File: src/rtl/msp_pkg.sv
`default_nettype none
// ============================================================================
// Module      : msp_pkg
// Description : Shared types and helpers for multi_sample_player.
//               - ch_state_t  : per-channel playback state
//               - seq_state_t : mix sequencer state
//               - saturate()  : clamp a sign-extended value to an N-bit signed
//                               range. Callers sign-extend their source (of any
//                               width up to SAT_MAX_W) into SAT_MAX_W bits, so
//                               the same function serves any input width.
// Revision    : 1.0 - initial release
// ============================================================================
package msp_pkg;

  localparam int SAT_MAX_W = 64;

  typedef enum logic [1:0] {
    CH_IDLE = 2'd0,
    CH_PLAY = 2'd1,
    CH_DONE = 2'd2
  } ch_state_t;

  typedef enum logic [1:0] {
    SEQ_IDLE  = 2'd0,
    SEQ_SCAN  = 2'd1,
    SEQ_DRAIN = 2'd2,
    SEQ_OUT   = 2'd3
  } seq_state_t;

  function automatic logic signed [SAT_MAX_W-1:0] saturate(
    input logic signed [SAT_MAX_W-1:0] value,
    input int                          out_w
  );
    logic signed [SAT_MAX_W-1:0] hi;
    logic signed [SAT_MAX_W-1:0] lo;
    hi = (64'sd1 <<< (out_w - 1)) - 64'sd1;
    lo = -(64'sd1 <<< (out_w - 1));
    if (value > hi) begin
      return hi;
    end else if (value < lo) begin
      return lo;
    end
    return value;
  endfunction

endpackage
`default_nettype wire

File: src/rtl/msp_channel.sv
`default_nettype none
// ============================================================================
// Module      : msp_channel
// Description : One playback channel: state machine, sample pointer and the
//               active / contribute flags.
// Ports       : clk, reset (sync, active-high)
//               tick    - accepted sample tick (advance one step)
//               play    - level gate; low rewinds to IDLE
//               loop    - 1 = wrap at end of region, 0 = one-shot
//               ptr     - sample index to read for this tick
//               contrib - channel supplies a sample at this tick
//               active  - channel is currently producing samples
// Revision    : 1.0 - initial release
// ============================================================================
module msp_channel
  import msp_pkg::*;
#(
  parameter int DEPTH = 48000,
  parameter int PTR_W = 16
) (
  input  logic             clk,
  input  logic             reset,
  input  logic             tick,
  input  logic             play,
  input  logic             loop,
  output logic [PTR_W-1:0] ptr,
  output logic             contrib,
  output logic             active
);

  localparam logic [PTR_W-1:0] LAST_PTR = PTR_W'(DEPTH - 1);

  ch_state_t        state_q, state_d;
  logic [PTR_W-1:0] ptr_q, ptr_d;
  logic             active_q, active_d;

  // The tick that starts playback already plays index 0 (ptr is 0 in IDLE),
  // so IDLE and PLAY share the advance path and a one-shot yields exactly
  // DEPTH samples.
  always_comb begin
    state_d  = state_q;
    ptr_d    = ptr_q;
    // Dropping play between ticks clears the active flag on the next clock.
    active_d = active_q & play;
    if (tick) begin
      if (!play) begin
        state_d = CH_IDLE;
        ptr_d   = '0;
      end else if (state_q != CH_DONE) begin
        if (ptr_q == LAST_PTR) begin
          ptr_d   = '0;
          state_d = loop ? CH_PLAY : CH_DONE;
        end else begin
          ptr_d   = ptr_q + PTR_W'(1);
          state_d = CH_PLAY;
        end
      end
      active_d = (state_d == CH_PLAY);
    end
  end

  always_ff @(posedge clk) begin
    if (reset) begin
      state_q  <= CH_IDLE;
      ptr_q    <= '0;
      active_q <= 1'b0;
    end else begin
      state_q  <= state_d;
      ptr_q    <= ptr_d;
      active_q <= active_d;
    end
  end

  assign ptr     = ptr_q;
  assign contrib = play & (state_q != CH_DONE);
  assign active  = active_q;

endmodule
`default_nettype wire

File: src/rtl/multi_sample_player.sv
`default_nettype none
// ============================================================================
// Module      : multi_sample_player
// Description : NUM_CH independent sample players sharing one external ROM,
//               mixed with saturation into a single signed audio word.
//               On each accepted 48 kHz tick the sequencer snapshots every
//               channel's (contrib, ptr), issues one ROM address per cycle and
//               accumulates the returned words; audio is registered
//               NUM_CH+2 cycles after the tick.
// Ports       : clk, reset (sync, active-high), clk_48KHz_en (sample tick)
//               play[NUM_CH], loop[NUM_CH]   - per-channel gate / mode
//               rom_addr / rom_data          - shared ROM, 1-cycle read
//               ch_active[NUM_CH]            - per-channel activity
//               audio                        - mixed, saturated output
//               volume[4*NUM_CH]             - per-channel gain (optional)
// Options     : SAMPLE_VOLUME_EN - adds the volume port; each contribution is
//               (sample*vol)>>>4 through a registered multiply, which adds one
//               cycle of audio latency.
// Revision    : 1.0 - initial release
// ============================================================================
module multi_sample_player
  import msp_pkg::*;
#(
  parameter int NUM_CH   = 2,
  parameter int SAMPLE_W = 16,
  parameter int DEPTH    = 48000,
  parameter int ADDR_W   = $clog2(NUM_CH * DEPTH)
) (
  input  logic                       clk,
  input  logic                       reset,
  input  logic                       clk_48KHz_en,
  input  logic [NUM_CH-1:0]          play,
  input  logic [NUM_CH-1:0]          loop,
  output logic [ADDR_W-1:0]          rom_addr,
  input  logic [SAMPLE_W-1:0]        rom_data,
  output logic [NUM_CH-1:0]          ch_active,
`ifdef SAMPLE_VOLUME_EN
  input  logic [4*NUM_CH-1:0]        volume,
`endif
  output logic signed [SAMPLE_W-1:0] audio
);

  localparam int CH_W  = (NUM_CH > 1) ? $clog2(NUM_CH) : 1;
  localparam int PTR_W = (DEPTH > 1) ? $clog2(DEPTH) : 1;
  localparam int ACC_W = SAMPLE_W + $clog2(NUM_CH) + 1;
`ifdef SAMPLE_VOLUME_EN
  localparam int ADD_LAT = 3;  // address, ROM read, multiply, then add
  localparam int PROD_W  = SAMPLE_W + 5;
`else
  localparam int ADD_LAT = 2;  // address, ROM read, then add
`endif
  // cnt value at which the last channel's term is accumulated
  localparam int LAST_ADD = NUM_CH + ADD_LAT - 1;
  localparam int CNT_W    = $clog2(LAST_ADD + 2) + 1;

  // ---------------------------------------------------------------- channels
  logic [NUM_CH-1:0] ch_contrib;
  logic [NUM_CH-1:0] ch_act;
  logic [PTR_W-1:0]  ch_ptr [NUM_CH];
  logic              tick_acc;

  seq_state_t seq_q, seq_d;

  // Ticks landing while a scan is in flight are dropped entirely.
  assign tick_acc = clk_48KHz_en && (seq_q == SEQ_IDLE);

  for (genvar c = 0; c < NUM_CH; c++) begin : g_ch
    msp_channel #(
      .DEPTH (DEPTH),
      .PTR_W (PTR_W)
    ) u_ch (
      .clk     (clk),
      .reset   (reset),
      .tick    (tick_acc),
      .play    (play[c]),
      .loop    (loop[c]),
      .ptr     (ch_ptr[c]),
      .contrib (ch_contrib[c]),
      .active  (ch_act[c])
    );
  end

  // --------------------------------------------------------------- sequencer
  logic [CNT_W-1:0]           cnt_q, cnt_d;
  logic signed [ACC_W-1:0]    acc_q, acc_d;
  logic [SAMPLE_W-1:0]        audio_q, audio_d;
  logic [ADDR_W-1:0]          rom_addr_q, rom_addr_d;
  logic [NUM_CH-1:0]          snap_contrib_q, snap_contrib_d;
  logic [PTR_W-1:0]           snap_ptr_q [NUM_CH];
  logic [PTR_W-1:0]           snap_ptr_d [NUM_CH];
  logic [CH_W-1:0]            issue_idx;
  logic [CH_W-1:0]            add_idx;
  logic signed [ACC_W-1:0]    add_term;
  logic                       busy;
`ifdef SAMPLE_VOLUME_EN
  logic [CH_W-1:0]            mul_idx;
  logic signed [PROD_W-1:0]   prod_full;
  logic signed [ACC_W-1:0]    prod_q, prod_d;
`endif

  function automatic logic [ADDR_W-1:0] addr_of(
    input logic [CH_W-1:0]  ch,
    input logic [PTR_W-1:0] p
  );
    return ADDR_W'(int'(ch) * DEPTH) + ADDR_W'(p);
  endfunction

  always_comb begin
    seq_d          = seq_q;
    cnt_d          = cnt_q;
    acc_d          = acc_q;
    audio_d        = audio_q;
    rom_addr_d     = rom_addr_q;
    snap_contrib_d = snap_contrib_q;
    snap_ptr_d     = snap_ptr_q;
    busy           = (seq_q == SEQ_SCAN) || (seq_q == SEQ_DRAIN);
    issue_idx      = CH_W'(cnt_q);
    add_idx        = CH_W'(cnt_q - CNT_W'(ADD_LAT));
`ifdef SAMPLE_VOLUME_EN
    // Multiply stage works on the word returned for channel cnt-2; the
    // product is added one cycle later.
    mul_idx   = CH_W'(cnt_q - CNT_W'(2));
    prod_full = PROD_W'($signed(rom_data)) *
                PROD_W'($signed({1'b0, volume[4*mul_idx +: 4]}));
    prod_d    = prod_q;
    if (busy && cnt_q >= CNT_W'(2) && cnt_q <= CNT_W'(NUM_CH + 1)) begin
      prod_d = snap_contrib_q[mul_idx] ? ACC_W'(prod_full >>> 4) : '0;
    end
    add_term = prod_q;
`else
    add_term = snap_contrib_q[add_idx] ? ACC_W'($signed(rom_data)) : '0;
`endif

    case (seq_q)
      SEQ_IDLE: begin
        if (clk_48KHz_en) begin
          // Channel 0 is addressed straight from the live pointer; the rest
          // come from the snapshot because the pointers advance this edge.
          snap_contrib_d = ch_contrib;
          snap_ptr_d     = ch_ptr;
          rom_addr_d     = addr_of('0, ch_ptr[0]);
          acc_d          = '0;
          cnt_d          = CNT_W'(1);
          seq_d          = (NUM_CH > 1) ? SEQ_SCAN : SEQ_DRAIN;
        end
      end
      SEQ_SCAN: begin
        rom_addr_d = addr_of(issue_idx, snap_ptr_q[issue_idx]);
        cnt_d      = cnt_q + CNT_W'(1);
        if (cnt_q == CNT_W'(NUM_CH - 1)) begin
          seq_d = SEQ_DRAIN;
        end
      end
      SEQ_DRAIN: begin
        cnt_d = cnt_q + CNT_W'(1);
        if (cnt_q == CNT_W'(LAST_ADD)) begin
          seq_d = SEQ_OUT;
        end
      end
      SEQ_OUT: begin
        audio_d = SAMPLE_W'(saturate(SAT_MAX_W'(acc_q), SAMPLE_W));
        seq_d   = SEQ_IDLE;
      end
      default: seq_d = SEQ_IDLE;
    endcase

    // Accumulation overlaps the address issue once the pipeline has filled.
    if (busy && cnt_q >= CNT_W'(ADD_LAT)) begin
      acc_d = acc_q + add_term;
    end
  end

  always_ff @(posedge clk) begin
    if (reset) begin
      seq_q          <= SEQ_IDLE;
      cnt_q          <= '0;
      acc_q          <= '0;
      audio_q        <= '0;
      rom_addr_q     <= '0;
      snap_contrib_q <= '0;
      for (int i = 0; i < NUM_CH; i++) begin
        snap_ptr_q[i] <= '0;
      end
`ifdef SAMPLE_VOLUME_EN
      prod_q         <= '0;
`endif
    end else begin
      seq_q          <= seq_d;
      cnt_q          <= cnt_d;
      acc_q          <= acc_d;
      audio_q        <= audio_d;
      rom_addr_q     <= rom_addr_d;
      snap_contrib_q <= snap_contrib_d;
      snap_ptr_q     <= snap_ptr_d;
`ifdef SAMPLE_VOLUME_EN
      prod_q         <= prod_d;
`endif
    end
  end

  assign rom_addr  = rom_addr_q;
  assign audio     = audio_q;
  assign ch_active = ch_act;

endmodule
`default_nettype wire

File: config.mk
export PLATFORM = sky130hd
export DESIGN_NAME = multi_sample_player
export DESIGN_NICKNAME = d
export VERILOG_FILES = /design/src/rtl/msp_pkg.sv /design/src/rtl/msp_channel.sv /design/src/rtl/multi_sample_player.sv
export SDC_FILE = /design/constraint.sdc
export NUM_CORES = 1
export LEC_CHECK = 0
export BUFFER_PORTS_ARGS = -buffer_cell sky130_fd_sc_hd__buf_2
export CAP_MARGIN = 25
export CORE_MARGIN = 8
export CORE_UTILIZATION = 35
export CTS_CLUSTER_SIZE = 16
export DETAILED_ROUTE_END_ITERATION = 6
export PLACE_DENSITY = 0.56
export SLEW_MARGIN = 20
export SYNTH_ARGS = -nofsm -noshare
export SYNTH_HDL_FRONTEND = slang
export SYNTH_SLANG_ARGS = --single-unit
File: constraint.sdc
create_clock -name clk -period 5.7 [get_ports clk]
set_input_delay 0 -clock clk [delete_from_list [all_inputs] [get_ports clk]]
set_output_delay 0 -clock clk [all_outputs]
set_load 0.01 [all_outputs]
==> summary.md <==
| Metric | Value |
|---|---|
| CTS resizes | `0` |
| R2r worst-path depth | `13` |
| Number of clock sinks | `129` |
| Chip Width | `between 150 and 200 µm` |
| Dominant cell type by area after synthesis | `dfxtp_1` |
| Die area | `about 24,000 µm²` |
| Total gr overflow | `0` |
| Initial Util | `35.4%` |
| Post-detail-place hpwl | `11.7 mm` |
| Max Cap Viol | `0` |
| Arrival time at the worst endpoint | `3.49 ns` |
| Share of layout cells above drive strength 1 | `12.8%` |
| Synthesized instance count | `867` |
| Crit Path Max Fanout | `30` |
| Max Root-Sink Buffers | `2` |
| Hold Path Depth | `2` |
| Yosys Warn Count | `0` |
| Hold_sp | `reset` |
| Critical R2R Launch | `cnt_q[0]$_SDFFE_PP0P_` |
| Root buffer cell | `clkbuf_16` |
| Initial antenna violation count | `0` |
| Peak supply drop | `between 200 and 250 µV` |
| ANT cells | `0` |
| Final setup viols | `0` |
| Share of the synthesized area in the top cell type | `37.9%` |
| CP Class | `flop to flop` |
| Crit path time final | `3.18 ns` |
| Drt total wl | `17.4 mm` |
| Drt first pass iters | `4` |
| RR Endpoint | `acc_q[17]$_SDFFE_PP0P_` |
| Final Slew Violations | `0` |
| Net Count, Synth | `924` |
| Worst hold path class | `input pin to flop` |
| IO Pins | `58` |
| Least-Margin Pin Slew | `around 1 ns` |
| Final Hold Vio Count | `0` |
| Synthesized area per cell | `7.87 µm²` |
| Final worst path period share | `55.8%` |
| Tot Pwr | `3.00 mW` |
| Netlist cell types | `62` |
| Fin nets | `961` |
| Worst-Skew Late Latency | `0.42 ns` |
| Fill cells | `2,041` |
| GR Util All Layers | `roughly 15%` |
| Clock Skew | `0.00587 ns` |
| Max Freq | `around 310 MHz` |
| 1st-iter DRT viols | `283` |
| Setup TNS | `0 ns` |
| CP Launch Type | `flop` |
| DR WL/cell | `14.7 µm` |
| Slew headroom | `between 30% and 40%` |
| CTS tree | `done` |
| Area Growth Syn to Fin | `16.3%` |
| Asr flop ratio synth | `0%` |
| Number of synthesized register bits | `~130` |
| Vias in the first global route | `5,821` |
| Number of synthesized flops with an enable pin | `0` |
| Clk slew on worst S/H paths | `0.06 ns` |
| Port buffer count | `57` |
| Flop-to-flop setup slack | `around 2.5 ns` |
| Most common cell after layout, fill and taps aside | `nand2_1` |
| Primary FF master, synth | `dfxtp_1` |
| Routability congestion estimate | `0.827` |
| Core Region | `19,300 µm²` |
| Largest net degree at the start of global routing | `86` |
| First-pass GRT wire length | `slightly below 30 mm` |
| DR vias | `between 6,000 and 7,000` |
| RSZ-0062 raised after global routing | `false` |
| Netlist Area Pre-Place | `6820 µm²` |
| Row count | `51` |
| Seq/Total Area, Yosys | `37.9%` |
| Most frequent cells in the layout | `nand2_1, dfxtp_1, a21oi_1` |
| Hold EP | `g_ch[0].u_ch.ptr[4]$_SDFFE_PP0P_` |
| Pwr per Cell Area | `378 nW/µm²` |
| Crit. End Element | `flop` |
| Status | `finished, final reports clean` |
| Vias per std cell | `5.12` |
| Remaining DRCs | `0` |
| CTS Buf Count | `17` |
| Post-layout util | `41.2%` |
| Storage cell area | `2580 µm²` |
| Largest cells by area after synthesis | `dfxtp_1, a21oi_1, nand2_1, ha_1, nor2_1` |
| Worst endpoint required time | `6.01 ns` |
| WHS | `0.0315 ns` |
| Area of the multi-input gates | `3930 µm²` |
| Die height | `156 µm` |
| Antenna viol nets, final | `0` |
| H-tree lvl count | `4` |
| Leak pwr | `3.12 nW` |
power by group:
group	internal [mW]	switching (mW)	leakage [nW]
clock	0.743	0.406	0.297
combinational	0.275	0.552	1.78
sequential	0.979	0.0436	1.04
total	2.00	1.00	3.12
metrics by stage:
stage,cells,setup slack [ns],area [µm²]
final,1181,2.52,7940
after global routing,1181,2.28,7940
after CTS,1181,2.48,7940
after detailed placement,1144,2.47,7250
after global placement,1144,2.54,7250
after floorplan,867,2.27,6820
cell type report:
cell class,count,share of cell area (%)
Tap cell,265,4.18
Clock inverter,8,1.59
Multi-Input combinational cell,672,49.6
Inverter,11,0.520
Sequential cell,129,32.5
Timing Repair Buffer,73,5.33
Clock buffer,23,6.27
state kept, by name, indices dropped and copies added (netlist names):
| register | cells |
|---|---|
| acc_q | 18 |
| snap_contrib_q | 2 |
| seq_q | 2 |
| g_ch.u_ch.state_q | 4 |
| audio | 16 |
| g_ch.u_ch.ptr | 32 |
| snap_ptr_q | 32 |
| g_ch.u_ch.active | 2 |
| rom_addr | 17 |
| cnt_q | 4 |
per-layer routing:
layer	GRT usage, %	vias up	routed length [µm]
met5	0	-	0
met1	18.1	2816	8240
met4	4.44	0	165
met2	25.4	76	8390
met3	3.68	14	599
li1	-	3143	-
cell usage after synthesis (9+ instances only):
cell	number
dfxtp_1	129
a311oi_1	9
inv_1	11
o21ai_0	21
clkbuf_1	35
nand2_1	138
mux2i_1	18
o21ai_1	12
a21oi_1	124
ha_1	32
xnor2_1	12
nor2b_1	18
o211ai_1	9
nor2_1	94
nand3_1	28
a21o_1	13
a211oi_1	9
and3_1	9
nor3_1	26
worst max-delay path, stage by stage (launching register included):
cell and delay [ns]:
dfxtp_1 0.30, buf_4 0.35, mux2i_1 0.23, buf_4 0.25, nand2b_1 0.18, inv_1 0.06
ha_1 0.27, a21oi_1 0.07, nand4b_1 0.19, a21oi_1 0.24, o211ai_2 0.16, o31a_1 0.27
mux2i_1 0.15, mux2_1 0.33
logic make-up after synthesis:
family	after synthesis	synth area share (%)
XOR/XNOR	20	2.57
buffers and inverters	66	4.64
AO/OA/AOI/OAI	232	20.2
flip-flops	129	37.9
AND/OR/NAND/NOR	359	24.2
multiplexers	27	4.13
adder cells (fa/ha/maj)	34	6.46
repair_timing:
item / 4_1_cts / 5_1_grt
endpoints found under the hold margin: 8 / 0
buffers inserted: 0 / 0
hold buffers: 6 / 0
worst max-delay path by stage:
stage | startpoint | end | slack (ns) | cells past startpoint
after detailed placement | cnt_q[0]$_SDFFE_PP0P_ | acc_q[17]$_SDFFE_PP0P_ | 2.47 | 13
after CTS | cnt_q[0]$_SDFFE_PP0P_ | acc_q[17]$_SDFFE_PP0P_ | 2.48 | 13
after floorplan | cnt_q[0]$_SDFFE_PP0P_ | acc_q[17]$_SDFFE_PP0P_ | 2.27 | 13
final | cnt_q[0]$_SDFFE_PP0P_ | acc_q[17]$_SDFFE_PP0P_ | 2.52 | 13
after global placement | cnt_q[0]$_SDFFE_PP0P_ | acc_q[17]$_SDFFE_PP0P_ | 2.54 | 13
after global routing | cnt_q[0]$_SDFFE_PP0P_ | acc_q[17]$_SDFFE_PP0P_ | 2.28 | 13
Power figures use the tool's default switching activity.
